[config.mk]
export PLATFORM = sky130hd
export DESIGN_NAME = mem_access
export DESIGN_NICKNAME = d
export VERILOG_FILES = /design/src/rtl/mem_access.sv
export SDC_FILE = /design/constraint.sdc
export NUM_CORES = 1
export LEC_CHECK = 0
export ABC_AREA = 1
export CAP_MARGIN = 30
export CELL_PAD_IN_SITES_DETAIL_PLACEMENT = 1
export CELL_PAD_IN_SITES_GLOBAL_PLACEMENT = 1
export CORE_ASPECT_RATIO = 1.75
export CORE_MARGIN = 1
export CORE_UTILIZATION = 33
export DETAILED_ROUTE_END_ITERATION = 7
export PLACE_DENSITY_LB_ADDON = 0.1
export SETUP_SLACK_MARGIN = 0.1
export SLEW_MARGIN = 20
export SYNTH_ARGS = -nofsm -noshare
export SYNTH_HDL_FRONTEND = slang
export SYNTH_SLANG_ARGS = --single-unit
[constraint.sdc]
create_clock -name i_clk -period 12.4 [get_ports i_clk]
set_clock_uncertainty 0.1 [all_clocks]
set_input_delay 2.48 -clock i_clk [delete_from_list [all_inputs] [get_ports i_clk]]
set_output_delay 2.48 -clock i_clk [all_outputs]
set_load 0.02 [all_outputs]
[src/rtl/mem_access.sv]
// rtl/mem_access.sv - RV32I memory-access stage: req/ack data-memory transactions,
// byte-lane alignment for stores, extraction and extension for loads.
module mem_access #(
    parameter int XLEN = 32
) (
    input  logic            i_clk,
    input  logic            i_rst,
    input  logic            i_valid,
    input  logic            i_load,
    input  logic            i_store,
    input  logic [2:0]      i_funct3,
    input  logic [XLEN-1:0] i_addr,
    input  logic [XLEN-1:0] i_storeData,
    output logic            o_memReq,
    output logic            o_memWe,
    output logic [XLEN-1:0] o_memAddr,
    output logic [3:0]      o_memByteEn,
    output logic [XLEN-1:0] o_memWData,
    input  logic            i_memAck,
    input  logic [XLEN-1:0] i_memRData,
    output logic            o_stall,
    output logic [XLEN-1:0] o_loadData,
    output logic            o_loadValid,
    output logic            o_fault
);

    typedef enum logic [1:0] {IDLE, WAIT, RESP} state_t;

    state_t          state;
    logic [1:0]      addrLo;
    logic [2:0]      funct3Reg;
    logic            isLoadReg;

    logic            isAccess;
    logic            legalF3;
    logic            misaligned;
    logic            accept;
    logic [3:0]      byteEn;
    logic [XLEN-1:0] laneData;
    logic [XLEN-1:0] shifted;
    logic [XLEN-1:0] extended;

    assign isAccess   = i_valid && (i_load ^ i_store);
    assign legalF3    = i_load ? (i_funct3 inside {3'b000, 3'b001, 3'b010, 3'b100, 3'b101})
                               : (i_funct3 inside {3'b000, 3'b001, 3'b010});
    assign misaligned = ((i_funct3[1:0] == 2'b01) && i_addr[0]) ||
                        ((i_funct3[1:0] == 2'b10) && (i_addr[1:0] != 2'b00));
    assign accept     = !i_rst && (state == IDLE) && isAccess && legalF3 && !misaligned;

    // Fault is decided from the live inputs so the offending instruction sees it at once.
    assign o_fault = !i_rst && (state == IDLE) && i_valid &&
                     ((i_load && i_store) || (isAccess && !(legalF3 && !misaligned)));
    assign o_stall = accept || (!i_rst && (state == WAIT));

    always_comb begin
        byteEn   = 4'b1111;
        laneData = i_storeData;
        if (i_store) begin
            case (i_funct3[1:0])
                2'b00: begin
                    byteEn   = 4'b0001 << i_addr[1:0];
                    laneData = {4{i_storeData[7:0]}};
                end
                2'b01: begin
                    byteEn   = 4'b0011 << {i_addr[1], 1'b0};
                    laneData = {2{i_storeData[15:0]}};
                end
                default: begin
                    byteEn   = 4'b1111;
                    laneData = i_storeData;
                end
            endcase
        end
    end

    assign shifted = i_memRData >> {addrLo, 3'b000};

    always_comb begin
        case (funct3Reg)
            3'b000:  extended = {{24{shifted[7]}}, shifted[7:0]};
            3'b001:  extended = {{16{shifted[15]}}, shifted[15:0]};
            3'b100:  extended = {24'd0, shifted[7:0]};
            3'b101:  extended = {16'd0, shifted[15:0]};
            default: extended = shifted;
        endcase
    end

    always_ff @(posedge i_clk or posedge i_rst) begin
        if (i_rst) begin
            state       <= IDLE;
            addrLo      <= 2'b00;
            funct3Reg   <= 3'b000;
            isLoadReg   <= 1'b0;
            o_memReq    <= 1'b0;
            o_memWe     <= 1'b0;
            o_memAddr   <= '0;
            o_memByteEn <= 4'b0000;
            o_memWData  <= '0;
            o_loadData  <= '0;
            o_loadValid <= 1'b0;
        end else begin
            o_loadValid <= 1'b0;
            case (state)
                IDLE: begin
                    if (accept) begin
                        o_memReq    <= 1'b1;
                        o_memWe     <= i_store;
                        o_memAddr   <= {i_addr[XLEN-1:2], 2'b00};
                        o_memByteEn <= byteEn;
                        o_memWData  <= laneData;
                        addrLo      <= i_addr[1:0];
                        funct3Reg   <= i_funct3;
                        isLoadReg   <= i_load;
                        state       <= WAIT;
                    end
                end
                WAIT: begin
                    if (i_memAck) begin
                        o_memReq <= 1'b0;
                        o_memWe  <= 1'b0;
                        if (isLoadReg) begin
                            o_loadData  <= extended;
                            o_loadValid <= 1'b1;
                        end
                        state <= RESP;
                    end
                end
                // The completed instruction is still presented here, so inputs are ignored.
                RESP:    state <= IDLE;
                default: state <= IDLE;
            endcase
        end
    end

endmodule
==> flow_summary.yaml <==
global_route:
  grt-ovfl-total: 0
  grt_usage_pct: 22.8
  grt_max_degree: 98
  grt_pass1_vias: 6063
  grt_pass1_wl_microns: 30500
  antenna_found_initial: 1
worst_setup_path:
  worstPathMaxFanout: 20
  slowest_delay_ps: 810
  worstSetupPathType: "in -> out"
  crit_slowest_cell: "clkdlybuf4s50_1"
  cp.buffers_inverters: 2
  cp_cell_sequence: "clkdlybuf4s50_1 > ha_1 > nand2_1 > nor2_1 > nand2_1 > a21boi_0 > clkdlybuf4s50_1"
  cp_data_required_time_ps: 9820
  arrival_ps: 5030
  crit_path_start: "i_store"
  setup.worst_path.start_class: "input port"
  path_delay_family: "buffers and inverters"
  reg2reg_from: "addrLo[0]"
  crit_path_end_kind: "primary output"
floorplanning:
  ios: 210
  core_sq_um: 16400
  num_rows: 62
  chipHeight_microns: 173
  initial_core_util_pct: 33.7
  die_w_microns: 99.7
  dieArea_sq_um: 17300
clock_tree:
  cts_tree: "built"
  clock-sinks: 109
  worstSkewPairLatency_ps: 340
  cts.reportedPaths.clkPinSlew_ps: 70
  htreeDepth: 3
  cts-root-buf: "clkbuf_16"
  cts_setup_buffers: 0
  cts_hold_buf: 0
  cts_buffers: 9
  cts_resized: 0
  cts_buffer_depth: 2
yosys:
  synth_cells: 755
  synth_flop_cell: "dfrtp_1"
  syn-mean-instance-area_sq_um: 7.31
  ys_types: 25
  ys_ff_latch: 109
  yosysSeqAreaShare_pct: 49.5
  yosysWarnings: 0
  synth_edf_count: 0
  synth_area_sq_um: 5520
  async_flop_share_pct: 100
sta:
  timing.fmax_mhz: 131
  grt_setup_unrepaired: "false"
  slew_headroom_pct: 37.6
  finalMaxSlewViolations: 0
  hold_viol: 0
  fin_crit_ps: 7610
  fin_tns_setup_ps: 0
  worstMarginPinSlew_ps: 934
  finalCritPeriodShare_pct: 61.3
  setup_viol_count_final: 0
routing:
  ant_nets: 0
  drc: 0
  via_per_inst: 4.79
  wl_microns: 19200
  vias: 5580
  drtPass1Iterations: 4
  wl_per_cell_microns: 16.4
  drt-initial-drc-count: 196
layout:
  instances_no_fill: 1166
  final_common_cell: "nand2_1"
  design_area_sq_um: 8000
  nets: 1043
  syn_to_final_growth_pct: 45.0
  layout_common_cells: "nand2_1, clkdlybuf4s50_1, dfrtp_1, nand3_1, inv_1"
  drive_gt1_share_pct: 5.31
placed_design:
  place_congestion: 0.837
  placed_area_sq_um: 7700
  io_buffers: 207
  hpwl_microns: 14400
  place_inst: 1149
min_path:
  hp-class: "reg -> reg"
  holdCritStartpoint: "o_loadData[2]"
power:
  leakage_nw: 4.06
  vdd_drop_max_mv: 0.0810
  power_density_nw_per_um2: 191
flow_run:
  max_cap_viol_count: 0
outcome:
  outcome: "finished, final reports clean"
## flip-flops by register name, summed over array words and instances, names as in the netlist
register and count:
o_memWe 1, addrLo 2, o_memWData 32, o_memByteEn 4, state 2, funct3Reg 3, isLoadReg 1, o_loadData 32
o_memReq 1, o_loadValid 1, o_memAddr 30
## cell type report
cell class | instances | area, sq um
fill | 2003 | 8370
sequential | 109 | 2730
multi-input combinational | 557 | 2390
timing repair buffer | 211 | 2130
tap | 224 | 280
clock buffer | 11 | 243
inverter | 49 | 186
clock inverter | 4 | 32.5
antenna | 1 | 2.50
## kinds of logic after synthesis
group / count (synthesis) / synth area share, %
simple gates: 496 / 36.9
flops: 109 / 49.5
buf+inv: 90 / 7.42
compound gates: 58 / 5.94
fa+ha+maj: 1 / 0.227
other cells: 1 / 0.0680
## synthesized netlist by cell type, types with 2 or more instances
cell type  number  area (sq um)
or2_2          23           144
nor2_2          2          12.5
buf_6           3          33.8
inv_1          47           176
o21ai_0        31           155
inv_2           2          7.51
nand3_1        65           325
o211ai_1        7          52.6
clkbuf_1       11          41.3
o21ai_1         2          10.0
nor2_1         27           101
buf_2          21           105
nand2_1       373          1400
dfrtp_1       109          2730
a21oi_1        10          50.1
buf_4           6          45.0
a21boi_0        8          60.1
## where the power goes
| part | internal (W) | total [W] | switching [W] |
|---|---|---|---|
| logic | 0.000316 | 0.000691 | 0.000374 |
| registers | 0.000474 | 0.000557 | 0.0000823 |
| clock network | 0.000142 | 0.000278 | 0.000136 |
## final timing paths
check | endpoint | slack [ps] | depth (start not counted)
max reg2reg | o_loadData[14] | 9390 | 7
max | o_fault | 4790 | 7
max in group asynchronous | o_memWData[15] | 8450 | 3
min in group asynchronous | o_memReq | 2550 | 2
min reg2reg | o_loadData[2] | 380 | 2
min | o_loadData[2] | 380 | 2
## tightest hold or removal path: stages (launching register included)
cell,delay (ps)
dfrtp_1,340
nand2_1,60
nand2_1,50
## stage by stage
| step | setup WS (ps) | total power, W | hold slack (ps) | utilization (%) |
|---|---|---|---|---|
| final | 4790 | 0.00153 | 385 | 48.9 |
| after global routing | 4630 | 0.00162 | 403 | 48.9 |
| after CTS | 4780 | 0.00155 | 385 | 48.7 |
| after detailed placement | 4800 | 0.00126 | 365 | 47.0 |
| after global placement | 4850 | 0.00124 | 364 | 46.9 |
| after floorplan | 3840 | 0.000909 | 353 | - |
## layer usage
metal / GRT usage, % / vias up / part of all wire, %
li1: - / 2688 / -
met1: 22.4 / 2699 / 35
met2: 43.8 / 162 / 55
met3: 5.98 / 31 / 6.0
met4: 9.13 / 0 / 3.4
met5: 0 / - / 0
No activity file was read; power rests on OpenSTA's default activity.
